`src/rtl/tns_tx_arbiter.sv`:
```
// tns_tx_arbiter
//   Round-robin arbiter/sequencer sharing one TNS crosstalk-avoidance encoder
//   between NREQ requesters. Grants bounded bursts, holds the encoder word
//   stable whenever nothing is transferred, and inserts GUARD hold cycles when
//   ownership moves to a different requester.
// Ports
//   clock       system clock, rising edge
//   rst_n       asynchronous active-low reset
//   req_valid   per-requester word offer
//   req_data    requester i word at [i*DW +: DW]
//   req_ready   one-hot accept of the current owner (GRANT only)
//   enc_datain  registered word driving the encoder datain
//   enc_load    one-cycle pulse when enc_datain carries a new word
//   enc_src     owner index of the word on enc_datain
//   busy        high in GRANT or GUARD
module tns_tx_arbiter #(
  parameter int NREQ      = 4,
  parameter int DW        = 15,
  parameter int MAX_BURST = 8,
  parameter int GUARD     = 1
) (
  input  logic                     clock,
  input  logic                     rst_n,
  input  logic [NREQ-1:0]          req_valid,
  input  logic [NREQ*DW-1:0]       req_data,
  output logic [NREQ-1:0]          req_ready,
  output logic [DW-1:0]            enc_datain,
  output logic                     enc_load,
  output logic [$clog2(NREQ)-1:0]  enc_src,
  output logic                     busy
);

  localparam int IW = $clog2(NREQ);

  typedef enum logic [1:0] {S_IDLE, S_GRANT, S_GUARD} state_t;

  state_t          state, state_n;
  logic [IW-1:0]   cur, cur_n, ptr, ptr_n;
  logic [7:0]      bcnt, bcnt_n;
  logic [3:0]      gcnt, gcnt_n;
  logic            sent;
  logic            xfer;
  logic            any_req;
  logic [IW-1:0]   win_idle, win_end, ptr_end;

  // Index following p, wrapping at NREQ (NREQ need not be a power of two).
  function automatic logic [IW-1:0] inc_mod(input logic [IW-1:0] p);
    return (p == IW'(NREQ - 1)) ? '0 : p + IW'(1);
  endfunction

  // First set bit of v scanning upward from p with wrap-around. Offsets are
  // visited from the far end so the nearest requester overwrites the result.
  function automatic logic [IW-1:0] pick(input logic [NREQ-1:0] v,
                                         input logic [IW-1:0]   p);
    logic [IW-1:0] res;
    int            s;
    res = p;
    for (int k = NREQ - 1; k >= 0; k--) begin
      s = int'(p) + k;
      if (s >= NREQ) s = s - NREQ;
      if (v[s]) res = IW'(s);
    end
    return res;
  endfunction

  assign any_req  = |req_valid;
  assign ptr_end  = inc_mod(cur);
  assign win_idle = pick(req_valid, ptr);
  // Burst-end re-arbitration uses the already-rotated pointer.
  assign win_end  = pick(req_valid, ptr_end);

  always_comb begin
    state_n = state;
    cur_n   = cur;
    ptr_n   = ptr;
    bcnt_n  = bcnt;
    gcnt_n  = gcnt;
    xfer    = 1'b0;
    case (state)
      S_IDLE: begin
        if (any_req) begin
          cur_n  = win_idle;
          bcnt_n = '0;
          // No guard needed when the owner would not change on the wire.
          if (win_idle == enc_src || GUARD == 0 || !sent) begin
            state_n = S_GRANT;
          end else begin
            state_n = S_GUARD;
            gcnt_n  = 4'(GUARD - 1);
          end
        end
      end
      S_GRANT: begin
        xfer = req_valid[cur];
        if (xfer) bcnt_n = bcnt + 8'd1;
        if (!xfer || bcnt == 8'(MAX_BURST - 1)) begin
          ptr_n = ptr_end;
          if (any_req && win_end != cur && GUARD > 0) begin
            state_n = S_GUARD;
            cur_n   = win_end;
            bcnt_n  = '0;
            gcnt_n  = 4'(GUARD - 1);
          end else if (any_req) begin
            cur_n  = win_end;
            bcnt_n = '0;
          end else begin
            state_n = S_IDLE;
          end
        end
      end
      S_GUARD: begin
        if (gcnt == '0) state_n = S_GRANT;
        else            gcnt_n  = gcnt - 4'd1;
      end
      default: state_n = S_IDLE;
    endcase
  end

  always_comb begin
    req_ready = '0;
    if (state == S_GRANT) req_ready[cur] = 1'b1;
  end

  assign busy = (state != S_IDLE);

  always_ff @(posedge clock or negedge rst_n) begin
    if (!rst_n) begin
      state      <= S_IDLE;
      cur        <= '0;
      ptr        <= '0;
      bcnt       <= '0;
      gcnt       <= '0;
      sent       <= 1'b0;
      enc_datain <= '0;
      enc_src    <= '0;
      enc_load   <= 1'b0;
    end else begin
      state    <= state_n;
      cur      <= cur_n;
      ptr      <= ptr_n;
      bcnt     <= bcnt_n;
      gcnt     <= gcnt_n;
      enc_load <= xfer;
      // Encoder word and source only move on a transfer; otherwise held.
      if (xfer) begin
        enc_datain <= req_data[int'(cur)*DW +: DW];
        enc_src    <= cur;
        sent       <= 1'b1;
      end
    end
  end

endmodule

```
`config.mk`:
```
export PLATFORM = sky130hd
export DESIGN_NAME = tns_tx_arbiter
export DESIGN_NICKNAME = d
export VERILOG_FILES = /design/src/rtl/tns_tx_arbiter.sv
export SDC_FILE = /design/constraint.sdc
export NUM_CORES = 1
export LEC_CHECK = 0
export BUFFER_PORTS_ARGS = -buffer_cell sky130_fd_sc_hd__buf_2
export CELL_PAD_IN_SITES_DETAIL_PLACEMENT = 2
export CELL_PAD_IN_SITES_GLOBAL_PLACEMENT = 2
export CORE_UTILIZATION = 32
export DETAILED_ROUTE_END_ITERATION = 8
export GPL_TIMING_DRIVEN = 0
export PLACE_DENSITY_LB_ADDON = 0.1
export SLEW_MARGIN = 20
export SYNTH_ARGS = -nofsm -noshare
export SYNTH_HDL_FRONTEND = slang
export SYNTH_SLANG_ARGS = --single-unit
```
`constraint.sdc`:
```
create_clock -name clock -period 7.3 [get_ports clock]
set_input_delay 1.46 -clock clock [delete_from_list [all_inputs] [get_ports clock]]
set_output_delay 1.46 -clock clock [all_outputs]
set_load 0.05 [all_outputs]
```
# Yosys cells after proc, flatten, opt, wreduce, memory -nomap -nowiden
# Cells that the tools add are included.
word_totals:
  ff_bits: 37
  latchBits: 0
  mem_bits_rw: 0
  rom_bits: 0
  input_bits: 66
  output_inout_bits: 23
  elab_cells: 148
  memories: 0
op_classes:
  n_addsub: 17
  mul: 1
  div_mod_pow: 0
  magnitude_cmp: 18
  eq_ne: 14
  shifts: 1
  mux: 71
  bitwise_logic: 0
  n_reduce_logical: 17
ops:
  columns: ["operator", "n"]
  rows:
  - ["$lt 32x4->1 const B", 8]
  - ["$mux 32", 8]
  - ["$shiftx 60x7->15", 1]
  - ["$mux 8", 5]
  - ["$mux 2", 19]
  - ["$mux 4", 6]
  - ["$sub 3x3->4 const B", 6]
  - ["$mux 1", 19]
  - ["$bmux 1 s2", 9]
  - ["$ge 3x3->1 const B", 6]
  - ["$pmux 8 s2", 1]
  - ["$add 2x2->3 const B", 4]
  - ["$ne 2x2->1 const B", 6]
  - ["$pmux 4 s3", 1]
  - ["$add 8x1->8 const B", 1]
  - ["$eq 8x3->1 const B", 1]
  - ["$reduce_and 4->1", 2]
  - ["$sub 2x3->4 const B", 2]
  - ["$add 2x1->3 const B", 2]
  - ["$ge 2x3->1 const B", 2]
  - ["$mul 2x4->6 const B", 1]
  - ["$ne 3x3->1 const B", 2]
  - ["$pmux 2 s3", 1]
  - ["$reduce_and 6->1", 1]
  - ["other kinds (19)", 25]

# Depth between registers and ports, before layout
logic_depth:
  ltp_word: 17
  mapped_depth: 11
  mapped_depth_nobuf: 9

# Least setup slack after synthesis
# No wires, ideal clock.
synth_timing:
  path_type: "flip-flop to output port"
  from: "register cur[0]"
  to: "output port req_ready[0]"
  t_arrival_ns: 1.793
  t_required_ns: 5.840
  slack_ns: 4.047
  stages_incl_launch_ff: 6
  path_buffers: 2
  path_cell_list: "dfrtp_1 buf_6 buf_1 inv_1 ha_1 and2_1"
synth_via:
  elab_chain_len: 5
  word_cells_on_any_way: 6
  classes_between: "2 x order compare; 3 x mux; 1 x reduce/logical"
synth_rtl:
  columns: ["item", "line", "text"]
  rows:
  - ["start, declared", "38", "logic [IW-1:0] cur, cur_n, ptr, ptr_n;"]
  - ["start signal, assigned", "139", "cur <= cur_n;"]
  - ["$lt 2x3->1 (not written as such) or $ge 2x1->1 (tied branches)", "121", "if (state == S_GRANT) req_ready[cur] = 1'b1;"]
  - ["$logic_and 1x1->1 (not written as such)", "121", null]
  - ["$mux 1 (not written as such)", "121", null]
  - ["$demux 1 s2 (*)", "121", null]
  - ["$mux 4 (*)", "121", null]
  - ["end, declared", "26", "output logic [NREQ-1:0] req_ready,"]
# Every way passes the cells marked *; elsewhere a longest branch is shown, timed or not.

# Worst setup path after layout
layout_timing:
  from: "register cur[0]"
  to: "output port req_ready[2]"
# Same word-level chain as after synthesis.

==> results.sh <==
export IMPL_fp_row_count=31
export IMPL_drc=0
export IMPL_reg2reg_depth=11
export IMPL_start_util=0.3325
export IMPL_path_class="reg2out"
export IMPL_grt_max_degree=38
export IMPL_endpoint_kind="primary output"
export IMPL_diodes=0
export IMPL_critPathMaxFanout=10
export IMPL_design_area_um2=3048
export IMPL_clkSinkCount=37
export IMPL_p_leak_nw=1.472
export IMPL_skew_ns=0.003383
export IMPL_drt_initial_drc_count=60
export IMPL_gp_congestion=0.7199
export IMPL_power_frac_seq=0.258
export IMPL_synth_seq_cells=37
export IMPL_syn_mean_instance_area_um2=10.10
export IMPL_cp_cell_sequence="buf_6, buf_1, inv_1, ha_1, and2_1, buf_2"
export IMPL_max_vdd_ir_drop_mv=0.2042
export IMPL_grt_use_total=0.1895
export IMPL_dpl_cell_area_um2=2974
export IMPL_root_buffer="clkbuf_8"
export IMPL_synth_edff_count=0
export IMPL_finalSetupViolCount=0
export IMPL_rsz0062_at_grt="false"
export IMPL_slew_violations=0
export IMPL_timing_fmax_ghz=0.2555
export IMPL_layout_commonest_cell="buf_2"
export IMPL_power_frac_clock=0.102
export IMPL_cts_buffer_depth=2
export IMPL_setup_tns_final_ns=0
export IMPL_ys_seq_area_frac=0.3818
export IMPL_timing_hold_ws_ns=0.4727
export IMPL_cts_resized=0
export IMPL_post_cts_buffers=0
export IMPL_synth_warnings=0
export IMPL_dp_cells=424
export IMPL_worst_slew_pin_slew_ns=0.8692
export IMPL_hold_class="reg2reg"
export IMPL_die_w_um=89.05
export IMPL_grt_pass1_vias=2291
export IMPL_worst_path_max_delay_cell="buf_1"
export IMPL_critPathLaunchType="flop"
export IMPL_drt_wl_total_um=7096
export IMPL_mostFrequentLayoutCells="buf_2, nand2_1, dfrtp_1, mux4_2, nor2_1"
export IMPL_cap_violations=0
export IMPL_period_share=0.5362
export IMPL_clk_pin_slew_worst_paths_ns=0.07
export IMPL_yosys_cell_types_count=51
export IMPL_syn_num_nets=313
export IMPL_crit_required_ns=5.84
export IMPL_htreeDepth=2
export IMPL_coreArea_um2=7292
export IMPL_drive_gt1_frac=0.3897
export IMPL_nets=405
export IMPL_syn_area_um2=2425
export IMPL_ant_nets=0
export IMPL_whs_path_depth=1
export IMPL_vias_per_cell=5.051
export IMPL_place_hpwl_um=5526
export IMPL_dr_total_vias=2172
export IMPL_cts_tree="yes"
export IMPL_numPortBuffers=85
export IMPL_synthToLayoutAreaGrowth_pct=25.70
export IMPL_ios=89
export IMPL_insertion_delay_ns=0.29
export IMPL_ctsHoldBuffers=0
export IMPL_power_density_nw_per_um2=436.2
export IMPL_grt_overflow=0
export IMPL_hold_viol_final=0
export IMPL_syn_inst=240
export IMPL_ys_flop_type="dfrtp_1"
export IMPL_combinationalPowerShare=0.639
export IMPL_synthArstFlopShare=1.000
export IMPL_swShare=0.5040
export IMPL_antenna_found_initial=0
export IMPL_layout_cells_non_filler=430
export IMPL_status="finished clean"
export IMPL_arrival_ns=2.45
export IMPL_die_y_um=89.05
export IMPL_period_needed_ns=3.914
export IMPL_grt_first_pass_wirelength_um=11260
export IMPL_wl_per_cell_um=16.50
export IMPL_p_sw_w=0.0006702
export IMPL_max_slew_margin=0.4205
export IMPL_die_area_um2=7930
export IMPL_cp_slowest_stage_delay_ns=0.63
export IMPL_dr_pass1_iters=4
export IMPL_cts_buffers=5
export IMPL_internal_power_w=0.0006594
layout make-up:
type | instances | area (um2)
buffer | 10 | 93.84
clock buffer | 5 | 68.82
clock inverter | 1 | 5.005
fill | 862 | 4244
inverter | 10 | 37.54
multi-input combinational | 183 | 1368
sequential | 37 | 925.9
tap | 99 | 123.9
timing repair buffer | 85 | 425.4
final timing paths:
kind	from	endpoint	slack, ns
max	cur[0]$_DFFE_PN0P_	req_ready[2]	3.39
min	gcnt[0]$_DFFE_PN0P_	gcnt[0]$_DFFE_PN0P_	0.47
max reg2reg	cur[0]$_DFFE_PN0P_	gcnt[1]$_DFFE_PN0P_	3.58
min reg2reg	gcnt[0]$_DFFE_PN0P_	gcnt[0]$_DFFE_PN0P_	0.47
max in group asynchronous	rst_n	enc_datain[1]$_DFFE_PN0P_	5.47
min in group asynchronous	rst_n	bcnt[5]$_DFFE_PN0P_	1.28
synth_stat cells, drive strengths merged (2+ instances only):
master,number,area (um2)
nor3b,3,27.52
dfrtp,37,925.9
and2,5,31.28
nor3,5,25.02
o211ai,3,27.52
mux4,16,360.4
mux2i,2,20.02
and3,2,12.51
nor2,14,52.55
nand2b,5,31.28
a21oi,10,65.07
nand2,61,229.0
nor2b,3,26.27
or2,3,18.77
ha,7,87.58
nand3,2,10.01
buf,6,57.56
a211oi,2,32.53
o21ai,12,60.06
inv,10,37.54
mux2,3,37.53
xor2,3,26.28
clkbuf,4,36.28
nand4,2,12.51
xnor2,6,60.06
o22ai,4,25.02
flip-flops by register name, indices dropped and copies added (netlist names):
signal / count
sent: 1
cur: 2
state: 2
enc_src: 2
enc_load: 1
gcnt: 4
enc_datain: 15
ptr: 2
bcnt: 8
power by group through the flow:
stage / Sequential (W) / Combinational [W] / Clock [W]
after global routing: 0.000356 / 0.000930 / 0.000150
after global placement: 0.000343 / 0.000841 / 0
after floorplan: 0.000490 / 0.000502 / 0
after detailed placement: 0.000347 / 0.000863 / 0
final: 0.000343 / 0.000850 / 0.000136
after CTS: 0.000345 / 0.000869 / 0.000142
logic make-up (layout without fill, tap and decap cells):
family	Yosys count	after routing	share of synthesized area
simple gates	109	109	0.2095
compound gates	37	37	0.1104
flops	37	37	0.3818
mux	21	21	0.1723
buf+inv	20	111	0.05418
xor+xnor	9	9	0.03561
fa+ha+maj	7	7	0.03612
per-stage QoR:
step | total power (W) | utilization | setup slack (ns)
6_report | 0.001330 | 0.4180 | 3.386
5_1_grt | 0.001437 | 0.4180 | 3.119
4_1_cts | 0.001355 | 0.4180 | 3.286
3_5_place_dp | 0.001210 | 0.4079 | 3.523
3_3_place_gp | 0.001183 | 0.4079 | 3.586
2_1_floorplan | 0.0009912 | - | 4.047
metal layers:
metal	global-route usage	up-vias	wire length, um
met5	0	-	0
met4	0.04762	0	76
met3	0.03232	5	249
met2	0.3503	49	3914
met1	0.2289	1102	2856
li1	-	1016	-
critical path: cells and delay by family, from the launching register on:
family	cells	cell delay (ns)
buffers and inverters	4	1.29
DFF	1	0.46
and+or+nand+nor	1	0.13
adders and majority gates	1	0.27
Power figures use the tool's default switching activity.
